[src/rtl/prefetch_fill.sv]
// prefetch_fill: fetches 16-bit words from cs:ip and streams the bytes, in address order, into the instruction fifo.
// A flush (load_new_ip) restarts fetching at a new address. A read still in flight when the flush arrives
// is allowed to complete, and its data is discarded.
module prefetch_fill (
    input  logic        clk,
    input  logic        reset,
    input  logic [15:0] new_cs,
    input  logic [15:0] new_ip,
    input  logic        load_new_ip,
    output logic        fifo_wr_en,
    output logic [7:0]  fifo_wr_data,
    input  logic        fifo_full,
    output logic        fifo_reset,
    output logic        mem_access,
    output logic [18:0] mem_address,
    input  logic        mem_ack,
    input  logic [15:0] mem_data
);

    localparam int unsigned SEG_W  = 16;
    localparam int unsigned PHYS_W = 20;

    typedef enum logic [1:0] {
        S_FETCH = 2'd0,
        S_DRAIN = 2'd1,
        S_ABORT = 2'd2
    } state_t;

    state_t              r_state;
    logic [SEG_W-1:0]    r_cs;
    logic [SEG_W-1:0]    r_ip;
    logic [7:0]          r_lo;
    logic [7:0]          r_hi;
    logic [1:0]          r_cnt;
    logic                r_access;

    logic [PHYS_W-1:0]   w_phys;
    logic                w_ack_ok;
    logic                w_wr;

    // Physical address of the next byte to fetch (20-bit wrap)
    always_comb begin
        w_phys   = {r_cs, 4'b0000} + PHYS_W'(r_ip);
        w_ack_ok = r_access & mem_ack;
        w_wr     = (r_state == S_DRAIN) & (r_cnt != 2'd0) & ~fifo_full & ~load_new_ip;
    end

    assign mem_address  = w_phys[PHYS_W-1:1];
    assign mem_access   = r_access;
    assign fifo_reset   = load_new_ip;
    assign fifo_wr_en   = w_wr;
    assign fifo_wr_data = r_lo;

    // Fetch/drain/abort sequencing, fetch pointer and held bytes
    always_ff @(posedge clk or negedge reset) begin
        if (!reset) begin
            r_state  <= S_FETCH;
            r_cs     <= 16'hFFFF;
            r_ip     <= 16'h0000;
            r_lo     <= 8'h00;
            r_hi     <= 8'h00;
            r_cnt    <= 2'd0;
            r_access <= 1'b0;
        end else begin
            case (r_state)
                S_FETCH: begin
                    if (load_new_ip) begin
                        r_cs  <= new_cs;
                        r_ip  <= new_ip;
                        r_cnt <= 2'd0;
                        if (r_access && !mem_ack) begin
                            // Read still outstanding: wait for it and drop the data
                            r_state  <= S_ABORT;
                            r_access <= 1'b1;
                        end else begin
                            r_state  <= S_FETCH;
                            r_access <= ~w_ack_ok;
                        end
                    end else if (w_ack_ok) begin
                        r_access <= 1'b0;
                        r_state  <= S_DRAIN;
                        if (w_phys[0]) begin
                            // Odd address: only the high byte belongs to the stream
                            r_lo  <= mem_data[15:8];
                            r_cnt <= 2'd1;
                            r_ip  <= r_ip + 16'd1;
                        end else begin
                            r_lo  <= mem_data[7:0];
                            r_hi  <= mem_data[15:8];
                            r_cnt <= 2'd2;
                            r_ip  <= r_ip + 16'd2;
                        end
                    end else begin
                        // Covers the first cycle after reset or after an ack
                        r_access <= 1'b1;
                    end
                end
                S_DRAIN: begin
                    if (load_new_ip) begin
                        r_cs     <= new_cs;
                        r_ip     <= new_ip;
                        r_cnt    <= 2'd0;
                        r_state  <= S_FETCH;
                        r_access <= 1'b1;
                    end else if (w_wr) begin
                        if (r_cnt == 2'd1) begin
                            r_cnt    <= 2'd0;
                            r_state  <= S_FETCH;
                            r_access <= 1'b1;
                        end else begin
                            r_cnt <= 2'd1;
                            r_lo  <= r_hi;
                        end
                    end
                end
                S_ABORT: begin
                    if (load_new_ip) begin
                        r_cs <= new_cs;
                        r_ip <= new_ip;
                    end
                    if (mem_ack) begin
                        r_state  <= S_FETCH;
                        r_access <= 1'b0;
                    end
                end
                default: begin
                    r_state  <= S_FETCH;
                    r_access <= 1'b0;
                    r_cnt    <= 2'd0;
                end
            endcase
        end
    end

endmodule

[config.mk]
export PLATFORM = sky130hd
export DESIGN_NAME = prefetch_fill
export DESIGN_NICKNAME = d
export VERILOG_FILES = /design/src/rtl/prefetch_fill.sv
export SDC_FILE = /design/constraint.sdc
export NUM_CORES = 1
export LEC_CHECK = 0
export ABC_AREA = 1
export BUFFER_PORTS_ARGS = -buffer_cell sky130_fd_sc_hd__buf_2
export CORE_MARGIN = 5
export CORE_UTILIZATION = 55
export CTS_CLUSTER_DIAMETER = 100
export DETAILED_ROUTE_END_ITERATION = 16
export PLACE_DENSITY = 0.81
export SYNTH_ARGS = -nofsm -noshare
export SYNTH_HDL_FRONTEND = slang
export SYNTH_SLANG_ARGS = --single-unit
[constraint.sdc]
create_clock -name clk -period 2.6 [get_ports clk]
set_input_delay 0.52 -clock clk [delete_from_list [all_inputs] [get_ports clk]]
set_output_delay 0.52 -clock clk [all_outputs]
set_load 0.01 [all_outputs]
==> flow_summary.yaml <==
global_route:
  grt_pass1_vias: 3570
  grt_max_degree: 54
  grt_usage: 0.227
  grt.overflow.total: 0
  grt_antenna_before_repair: 0
  grt_pass1_wl_mm: 15.9
synthesis:
  synth_edf_count: 0
  ys_ff_latch: 53
  syn_inst: 533
  postSynth.asyncResetShare: 1.00
  ys_seq_area_frac: 0.358
  yosys.area.top_type: "dfrtp_1"
  synth_nets: 604
  yosys-top-cells-area: "dfrtp_1, nand2_1, dfstp_2, ha_1, inv_1"
  ys.flop_type: "dfrtp_1"
  synthDistinctLibCells: 40
  synthTopCellsByCount: "nand2_1, inv_1, nor2_1, o21ai_0"
  synth_most_common_cell: "nand2_1"
  avgSynthCellArea_um2: 7.05
  yosys_warnings: 0
  netlist_area_mm2: 0.00376
  synth_top_area_share: 0.247
cts:
  worstSkewPairLatency_ps: 310
  numCtsBuffers: 5
  cts.reportedPaths.clkPinSlew_ps: 110
  clock-sinks: 53
  root_buffer: "clkbuf_8"
  cts_buffer_depth: 2
  ctsHtreeMaxLevel: 2
  cts_tree: "done"
worst_setup_path:
  worst-setup-path-type: "reg2out"
  required_ps: 2080
  end_kind: "output pin"
  r2r_cells: 9
  r2r-end: "r_ip[6]"
  startpoint_type: "flop"
  cp_max_fo: 3
  arrival_ps: 2000
  ff2ff_setup_slack_ps: 760
  r2r_start: "r_state[0]"
drt:
  first_pass_iters: 5
  wl_mm: 9.67
  vias: 3688
  ant_nets: 0
  vias_per_cell: 5.33
  drc_errors: 0
  detail_route.wl_per_cell_um: 14.0
  drt_iter0_drc: 202
sta:
  fin_crit_sh: 0.969
  skew_ps: 7.90
  min_period_ps: 2520
  slew_viol_final: 0
  setup_viol: 0
  finalSetupTns_ps: 0
  relSlewSlack: 0.480
  timing.fmax_ghz: 0.397
  hold_viol: 0
  rsz0062_at_grt: "true"
  worstMarginPinSlew_ps: 778
placed_design:
  place_congestion: 0.888
  dpl.cell_count: 681
  place_hpwl_mm: 7.16
  io_buffers: 82
power:
  p_clk_frac: 0.102
  pwr_density_cell_mw_per_mm2: 1280
  swShare: 0.495
  p_leak_uw: 0.00234
  ir_drop_uv: 630
  p_comb_frac: 0.623
  intPower_uw: 2930
  seqPwrFrac: 0.275
  p_switching_uw: 2860
floorplan:
  rows: 30
  die-area_mm2: 0.00858
  coreArea_mm2: 0.00672
  initial_core_util: 0.559
  die_h_um: 92.6
  chipWidth_um: 92.6
  io_pins: 83
hold_path:
  hold_path.class: "in2async"
layout:
  nets: 682
  num_antenna_cells: 0
  stdcell_count: 692
  layout-drive-gt1-share: 0.281
  syn_to_final_growth_pct: 20.2
flow_run:
  maxCapViolCount: 0
status:
  status: "finished clean"
worst max-delay path, cell delays in order, from the launching register on:
cell,delay [ps]
dfrtp_1,430
ha_4,180
fa_2,350
nand2_2,110
nand2_4,70
and2_4,150
nand3_1,80
nand3_1,80
nand2_1,70
nand2_1,40
buf_2,130
stage by stage:
step                utilization  setup slack (ps)  hold slack, ps  instance area (um2)  power [uW]
global route              0.672             -17.4             384                 4510        6330
global placement          0.622               296             454                 4180        4680
detailed placement        0.622               182             458                 4180        4790
CTS                       0.646              19.0             349                 4340        5480
floorplan                     -               506             224                 3760        3900
finish                    0.672              80.2             331                 4510        5790
sequential cells by signal, summed over array words and instances (netlist names):
signal        cells
r_cs             16
r_cnt             2
fifo_wr_data      8
mem_access        1
r_state           2
r_ip             16
r_hi              8
per-layer routing:
metal / track usage / wire length, um / vias to the layer above / part of all wire
met3: 0.0422 / 612 / 8 / 0.063
met2: 0.407 / 4850 / 119 / 0.50
li1: - / - / 1851 / -
met1: 0.282 / 4110 / 1710 / 0.42
met4: 0.0525 / 105 / 0 / 0.011
met5: 0 / 0 / - / 0
worst max-delay path by stage:
stage / to / from / slack [ps]
after global routing: mem_address[13] / r_cs[0] / -20
after floorplan: mem_address[17] / r_cs[0] / 510
after global placement: mem_address[17] / r_cs[0] / 300
after CTS: mem_address[13] / r_cs[0] / 20
final: mem_address[15] / r_ip[4] / 80
after detailed placement: mem_address[13] / r_cs[0] / 180
cell type report:
class / count / area [um2]
Clock buffer: 5 / 68.8
Clock inverter: 3 / 43.8
Fill cell: 598 / 2200
Inverter: 61 / 231
Multi-Input combinational cell: 403 / 2270
Sequential cell: 53 / 1350
Tap cell: 80 / 100
Timing Repair Buffer: 87 / 452
placed cells by master (no fill, tap or decap), drive strengths merged, types with 12 or more instances in the layout:
cell / instances
nor2: 55
mux2: 12
a21oi: 19
buf: 87
dfrtp: 37
nand3: 37
dfstp: 16
ha: 17
o21ai: 48
inv: 62
nand2: 181
power groups by stage:
stage / logic, uW / clock network (uW) / registers (uW)
floorplan: 2450 / 0 / 1460
global placement: 3150 / 0 / 1530
detailed placement: 3240 / 0 / 1550
CTS: 3340 / 600 / 1540
global route: 4050 / 642 / 1640
finish: 3610 / 590 / 1590
cell families (layout without fill, tap and decap cells):
logic type,count (synthesis),count (layout),synth area share
and+or+nand+nor,291,291,0.327
buffers and inverters,77,156,0.0883
AOI/OAI and AO/OA,72,72,0.105
DFF,53,53,0.358
adders and majority gates,18,18,0.0620
muxes,12,12,0.0360
xor gates and xnor gates,10,10,0.0233
what timing repair did:
action,4_1_cts,5_1_grt
buffers inserted,2,1
gates cloned,0,0
hold buffers,0,0
pin swaps,3,6
gates resized for setup,7,34
setup endpoints to repair,5,11
(Power assumes the default switching activity.)
